### config.mk
export PLATFORM = sky130hd
export DESIGN_NAME = mux_sequencer
export DESIGN_NICKNAME = d
export VERILOG_FILES = /design/src/rtl/mux_sequencer.sv
export SDC_FILE = /design/constraint.sdc
export NUM_CORES = 1
export LEC_CHECK = 0
export BUFFER_PORTS_ARGS = -buffer_cell sky130_fd_sc_hd__buf_4
export CORE_ASPECT_RATIO = 0.7
export CORE_MARGIN = 1.5
export CORE_UTILIZATION = 60
export DETAILED_ROUTE_END_ITERATION = 10
export PLACE_DENSITY = 0.77
export SLEW_MARGIN = 10
export SYNTH_ARGS = -nofsm -noshare
export SYNTH_HDL_FRONTEND = slang
export SYNTH_SLANG_ARGS = --single-unit
### constraint.sdc
create_clock -name CLK -period 5.2 [get_ports CLK]
set_input_delay 1.04 -clock CLK [delete_from_list [all_inputs] [get_ports CLK]]
set_output_delay 1.04 -clock CLK [all_outputs]
set_load 0.02 [all_outputs]
### src/rtl/mux_sequencer.sv
// mux_sequencer: steps the input-mux front end (U402/U414/U413, U902, precharge)
// through a programmed table with break-before-make gaps, dwell and sample strobe.
module mux_sequencer #(
    parameter int NUM_STEPS  = 8,
    parameter int BBM_CYCLES = 4
) (
    input  logic        CLK,
    input  logic        RST,
    input  logic        cfg_we,
    input  logic [2:0]  cfg_addr,
    input  logic [31:0] cfg_data,
    input  logic        start,
    input  logic        stop,
    input  logic        loop,
    output logic        busy,
    output logic [2:0]  step,
    output logic        sample_strobe,
    output logic        done,
    output logic        U402_EN_CTL,
    output logic        U414_EN_CTL,
    output logic        U413_EN_CTL,
    output logic [2:0]  U402_A_CTL,
    output logic [2:0]  U414_A_CTL,
    output logic [2:0]  U413_A_CTL,
    output logic [3:0]  U902_SW_CTL,
    output logic        SIG_PC_SW_CTL,
    output logic        _4094_OE_CTL
);
    localparam logic [1:0]  ST_IDLE   = 2'd0;
    localparam logic [1:0]  ST_BREAK  = 2'd1;
    localparam logic [1:0]  ST_DWELL  = 2'd2;
    localparam logic [13:0] BBM_LOAD  = 14'(BBM_CYCLES - 1);
    localparam logic [2:0]  LAST_STEP = 3'(NUM_STEPS - 1);

    logic [31:0] tbl [8];
    logic [1:0]  state, nxt_state;
    logic [13:0] cnt, nxt_cnt;
    logic [2:0]  nxt_step;
    logic [31:0] work, nxt_work;
    logic        load, nxt_done, terminal, drive_addr, drive_en;

    always_ff @(posedge CLK) begin
        if (cfg_we && (int'(cfg_addr) < NUM_STEPS))
            tbl[cfg_addr] <= cfg_data;
    end

    assign terminal = work[17] || (step == LAST_STEP);

    // cnt counts down the remaining cycles of the current BREAK or DWELL phase
    always_comb begin
        nxt_state = state;
        nxt_cnt   = cnt;
        nxt_step  = step;
        nxt_done  = 1'b0;
        load      = 1'b0;
        if (stop) begin
            nxt_state = ST_IDLE;
        end else begin
            case (state)
                ST_IDLE: begin
                    if (start) begin
                        nxt_state = ST_BREAK;
                        nxt_step  = '0;
                        nxt_cnt   = BBM_LOAD;
                        load      = 1'b1;
                    end
                end
                ST_BREAK: begin
                    if (cnt == '0) begin
                        nxt_state = ST_DWELL;
                        nxt_cnt   = (work[31:18] == '0) ? '0 : work[31:18] - 14'd1;
                    end else begin
                        nxt_cnt = cnt - 14'd1;
                    end
                end
                ST_DWELL: begin
                    if (cnt != '0) begin
                        nxt_cnt = cnt - 14'd1;
                    end else if (!terminal) begin
                        nxt_state = ST_BREAK;
                        nxt_step  = step + 3'd1;
                        nxt_cnt   = BBM_LOAD;
                        load      = 1'b1;
                    end else if (loop) begin
                        nxt_state = ST_BREAK;
                        nxt_step  = '0;
                        nxt_cnt   = BBM_LOAD;
                        load      = 1'b1;
                    end else begin
                        nxt_state = ST_IDLE;
                        nxt_done  = 1'b1;
                    end
                end
                default: nxt_state = ST_IDLE;
            endcase
        end
        nxt_work   = load ? tbl[nxt_step] : work;
        drive_addr = (nxt_state != ST_IDLE);
        drive_en   = (nxt_state == ST_DWELL);
    end

    // Outputs are registered from the next-state values so they line up with state.
    always_ff @(posedge CLK) begin
        if (RST) begin
            state         <= ST_IDLE;
            cnt           <= '0;
            work          <= '0;
            busy          <= 1'b0;
            step          <= '0;
            sample_strobe <= 1'b0;
            done          <= 1'b0;
            U402_EN_CTL   <= 1'b0;
            U414_EN_CTL   <= 1'b0;
            U413_EN_CTL   <= 1'b0;
            U402_A_CTL    <= '0;
            U414_A_CTL    <= '0;
            U413_A_CTL    <= '0;
            U902_SW_CTL   <= '0;
            SIG_PC_SW_CTL <= 1'b0;
            _4094_OE_CTL  <= 1'b0;
        end else begin
            state         <= nxt_state;
            cnt           <= nxt_cnt;
            work          <= nxt_work;
            busy          <= drive_addr;
            step          <= nxt_step;
            sample_strobe <= drive_en && (nxt_cnt == '0);
            done          <= nxt_done;
            U402_EN_CTL   <= drive_en && nxt_work[3];
            U414_EN_CTL   <= drive_en && nxt_work[7];
            U413_EN_CTL   <= drive_en && nxt_work[11];
            U402_A_CTL    <= drive_addr ? nxt_work[2:0]  : 3'd0;
            U414_A_CTL    <= drive_addr ? nxt_work[6:4]  : 3'd0;
            U413_A_CTL    <= drive_addr ? nxt_work[10:8] : 3'd0;
            U902_SW_CTL   <= drive_en ? nxt_work[15:12] : 4'd0;
            SIG_PC_SW_CTL <= drive_en && nxt_work[16];
            _4094_OE_CTL  <= 1'b1;
        end
    end
endmodule
# ---- Yosys cells after proc, flatten, opt, wreduce, memory -nomap -nowiden
# Memory sizes are Yosys's and may differ from the RTL's.
# Cells that the tools add are included.
# W data, S select, Z words.
dict set report totals {
  output_inout_bits 24
  ramBits 256
  register_bits 72
  inputBits 41
  memories 1
}
dict set report classes {
  bitwise_logic 4
  eq_ne 4
  muxes 32
  n_reduce_logical 15
  n_addsub 3
}
# memory depth width rd rd_clocked_by_memory_dff wr line_no
set memory_table {}
lappend memory_table {tbl 8 32 1 0 1 35} ;# logic [31:0] tbl [8];
# operator count
set op_table {}
lappend op_table {{$mux W14} 7}
lappend op_table {{$logic_not A14 Y1} 3}
lappend op_table {{$pmux W14 S3} 1}
lappend op_table {{$sub A14 B1 Y14 const B} 2}
lappend op_table {{$mux W17} 1}
lappend op_table {{$mux W3} 5}
lappend op_table {{$reduce_bool A14 Y1} 1}
lappend op_table {{$mux W1} 11}
lappend op_table {{$mux W2} 4}
lappend op_table {{$pmux W2 S3} 1}
lappend op_table {{$pmux W3 S2} 1}
lappend op_table {{$logic_and A1 B1 Y1} 5}
lappend op_table {{$reduce_or A5 Y1} 1}
lappend op_table {{$eq A2 B2 Y1 const B} 2}
lappend op_table {{$not A1 Y1} 4}
lappend op_table {{$reduce_or A2 Y1} 2}
lappend op_table {{$add A3 B1 Y3 const B} 1}
lappend op_table {{$eq A3 B3 Y1 const B} 1}
lappend op_table {{$eq A2 B1 Y1 const B} 1}
lappend op_table {{$logic_not A2 Y1} 1}
lappend op_table {{$pmux W1 S2} 1}
lappend op_table {{$reduce_bool A2 Y1} 1}
lappend op_table {{$logic_or A1 B1 Y1} 1}

# ---- Depth between registers and ports, before layout
dict set report depth {
  word_depth 9
  depth_mapped 12
  ltp_nobuf 9
}

# ---- Worst setup path before layout
# Ideal clock, no wire load.
dict set report synth_path {
  path_type {input port to flip-flop}
  start {in cfg_addr[2]}
  end {mem tbl[0][0], enable pin}
  stages 2
  setup_time_ns 0.461
  n_path_buf 0
  arrival_ns 3.425
  setup_slack_ns 1.314
  path_cell_list {nand2b_1 nor3_1}
}
# item line_no
set synth_rtl {}
lappend synth_rtl {{from (decl)} 10} ;# input logic [2:0] cfg_addr,
lappend synth_rtl {{to (decl)} 35}
# No word-level cell before the write port.

# ---- Worst setup path in the final report
dict set report layout_path {
  start {reg cnt[0]}
  end {reg work[18]}
}
dict set report layout_between {
  elab_chain_len 5
}
# item line_no
set layout_lines {}
lappend layout_lines {{from (decl)} 37} ;# logic [13:0] cnt, nxt_cnt;
lappend layout_lines {{from (signal assigned)} 123} ;# cnt <= nxt_cnt;
lappend layout_lines {{$reduce_bool A14 Y1 (*)} 77} ;# if (cnt != '0) begin
lappend layout_lines {{$mux W3} 77}
lappend layout_lines {{$pmux W3 S2} 59} ;# case (state)
lappend layout_lines {{$mux W3} 56} ;# if (stop) begin
lappend layout_lines {{$mem_v2 Z8 W32} n/a}
lappend layout_lines {{to (signal assigned)} 124} ;# work <= nxt_work;
lappend layout_lines {{to (decl)} 39} ;# logic [31:0] work, nxt_work;
# Mark *: on every way between the ends. The rest lies on a longest branch, timed or not.
# A chain may end at the register's enable or synchronous reset.

==> results_dict.tcl <==
set metrics [dict create \
    synthArstFlopShare_pct 0 \
    maxCapViolCount 0 \
    cts_resized 0 \
    worstPathArrival_ns 4.73 \
    skew_ns 0.01667 \
    drive_gt1_share_pct 14.74 \
    drv_slew 0 \
    layout_min_cycle_time_ns 4.293 \
    clock-root-buffer "clkbuf_16" \
    wl_mm 31.62 \
    worst_pin_slew_ns 1.149 \
    die_w_um 183.0 \
    ys_top_cells_by_count "edfxtp_1 (256), nor2_1 (91), nand2_1 (89)" \
    hold_depth 2 \
    comb_power_share_pct 8.2 \
    power_frac_clock_pct 38.8 \
    syn_inst 1055 \
    swShare_pct 22.93 \
    die_h_um 129.0 \
    reg2reg_depth 9 \
    setup_tns_ns 0 \
    cts_made_buffers 30 \
    synthTopCellsByArea "edfxtp_1 (56%), dfxtp_1 (11%), mux2i_1 (4.1%)" \
    ios 65 \
    p_per_area_nw_per_um2 365.6 \
    antenna_found_initial 0 \
    drtPass1Iterations 5 \
    drtAntennaViolNets 0 \
    seq_area_frac_synth_pct 67.06 \
    cts_tree "built" \
    htree_levels 1 \
    total_power_w 0.005601 \
    crit_fanout 19 \
    met3WireLength_mm 2.945 \
    port_buffers 64 \
    slew_headroom_pct 23.39 \
    p_leak_nw 5.618 \
    fin_nets 1149 \
    post-cts-setup-buffer-count 0 \
    synth_cell_types 69 \
    grt_setup_unrepaired "no" \
    cp.required_ns 5.64 \
    syn_to_final_growth_pct 12.53 \
    grt_pass1_wl_mm 48.73 \
    final_hold_viol_count 0 \
    critPathKind "reg2reg" \
    wl_per_cell_um 22.46 \
    crit_start "cnt[0]$_SDFF_PP0_" \
    coreArea_um2 21960 \
    crit_end "work[18]$_SDFFE_PP0P_" \
    synthFlopType "edfxtp_1" \
    yosysMostFrequentCell "edfxtp_1" \
    vias_per_cell 6.469 \
    grt_max_degree 69 \
    hold_path.class "reg2reg" \
    drt-initial-drc-count 993 \
    ctsHoldBuffers 0 \
    insertion_delay_ns 0.58 \
    period_share_pct 82.56 \
    reg2reg_setup_slack_ns 0.91 \
    syn_area_per_cell_um2 12.90 \
    num_antenna_cells 0 \
    dr_wl_met2_mm 14.04 \
    fmax_mhz 232.9 \
    ys_warn_count 0 \
    critPathLaunchType "register" \
    fill_cells 1514 \
    synth-seq-cells 328 \
    vias 9108 \
    highest_layer "met4" \
    drc 0 \
    cts_buffer_depth 3 \
    hpwlAfterDp_mm 18.67 \
    status "complete, no violations" \
    yosysTopAreaCell "edfxtp_1" \
    p_switching_w 0.001284 \
    vdd.ir_drop.worst_mv 0.2902 \
    grt_pass1_vias 8541 \
    synth_edf_count 256 \
    cts_sinks 328 \
    start_util_pct 61.99 \
    met1_length_mm 14.06 \
    clkTransAtPathRegs_ns 0.07 \
    fp.dieArea_um2 23610 \
    syn-cell-area_um2 13610 \
    timing.rr.end "work[18]$_SDFFE_PP0P_" \
    seq_power_share_pct 53.0 \
    netlist.area_leader.share_pct 56.48 \
    finalSetupViolations 0 \
    end_kind "register" \
    rows 45 \
    grtUsageTotal_pct 27.10 \
    overflow 0 \
    reg2reg_from "cnt[0]$_SDFF_PP0_" \
    p_int_w 0.004317 \
    gp_routability_congestion 0.9586 \
    syn_nets 1100 \
]
-- metal layers --
metal  vias up  track usage (%)
met5         -                0
met4         0            6.702
li1       4154                -
met1      4452            41.26
met3        51            4.413
met2       451            41.33
-- through the flow --
stage	instance area, um2	worst slack [ns]	util, %	instances	hold slack (ns)
floorplan	13610	1.314	-	1055	0.4268
global placement	14340	1.065	65.31	1354	0.4608
detailed placement	14340	1.005	65.31	1354	0.4657
CTS	15320	0.9703	69.76	1408	0.4824
global route	15320	0.7400	69.76	1408	0.5135
finish	15320	0.9066	69.76	1408	0.4826
-- state kept, by name (all words and copies together), names as in the netlist, 2 cells and up --
name	count
U402_A_CTL	3
U413_A_CTL	3
U414_A_CTL	3
U902_SW_CTL	4
cnt	14
state	2
step	3
tbl	256
work	32
-- cells by family after synthesis --
kind of cell	count (synthesis)	share of synthesized area, %
flops	328	67.06
simple gates	299	10.43
compound gates	273	13.91
buf+inv	77	2.785
mux	65	4.863
xor+xnor	9	0.5791
fa+ha+maj	4	0.3677
-- power by group through the flow --
| stage | clock network (W) | registers, W | logic [W] |
|---|---|---|---|
| after CTS | 0.00219 | 0.00297 | 0.000449 |
| after global routing | 0.00231 | 0.00298 | 0.000496 |
| after detailed placement | 0 | 0.00302 | 0.000446 |
| after global placement | 0 | 0.00302 | 0.000437 |
| final | 0.00217 | 0.00297 | 0.000457 |
| after floorplan | 0 | 0.00301 | 0.000295 |
-- layout make-up --
class	count	area (um2)	area share (%)
flip-flops and latches	328	9129	59.60
multi-input cells	650	4172	27.23
clock buffers	46	850.8	5.555
repair buffers	86	658.1	4.297
well taps	282	352.8	2.304
clock inverters	8	125.1	0.8169
inverters	8	30.03	0.1960
-- cells in the final DEF, fill, tap and decap left out, types with 4 or more instances in the layout --
| cell | count |
|---|---|
| a2111oi_0 | 4 |
| a2111oi_2 | 9 |
| a211oi_1 | 11 |
| a21oi_1 | 64 |
| a22oi_1 | 24 |
| and2_1 | 4 |
| buf_4 | 85 |
| clkbuf_1 | 12 |
| clkbuf_16 | 30 |
| clkbuf_8 | 4 |
| dfxtp_1 | 72 |
| edfxtp_1 | 256 |
| ha_1 | 4 |
| inv_1 | 8 |
| mux2_1 | 8 |
| mux2i_1 | 56 |
| nand2_1 | 89 |
| nand2b_1 | 7 |
| nand3_1 | 35 |
| nand4_1 | 7 |
| nor2_1 | 84 |
| nor2_4 | 8 |
| nor2b_1 | 6 |
| nor3_1 | 14 |
| nor3b_1 | 4 |
| nor4_1 | 11 |
| o21ai_0 | 57 |
| o21ai_1 | 12 |
| o22ai_1 | 27 |
| o31a_1 | 11 |
| o31ai_1 | 5 |
| o41a_1 | 15 |
| or2_2 | 5 |
| or4_1 | 8 |
| xnor2_1 | 9 |
-- critical path: stages, from the launching register on --
cell      delay [ns]
dfxtp_1         0.36
inv_1           0.11
ha_1            0.27
or3b_2          0.55
nor4_4          0.63
a211oi_4        0.20
o211ai_4        0.41
and2_1          0.97
o22ai_1         0.21
o41a_1          0.44
-- worst min-delay path by stage --
stage / from / to / slack (ns)
floorplan: work[16]$_SDFF_PP0_ / SIG_PC_SW_CTL$_SDFF_PP0_ / 0.43
global route: work[12]$_SDFF_PP0_ / U902_SW_CTL[0]$_SDFF_PP0_ / 0.51
finish: work[11]$_SDFF_PP0_ / U413_EN_CTL$_SDFF_PP0_ / 0.48
global placement: work[14]$_SDFF_PP0_ / U902_SW_CTL[2]$_SDFF_PP0_ / 0.46
detailed placement: work[11]$_SDFF_PP0_ / U413_EN_CTL$_SDFF_PP0_ / 0.47
CTS: work[11]$_SDFF_PP0_ / U413_EN_CTL$_SDFF_PP0_ / 0.48
Note: power is estimated with default switching activity, not from simulation.
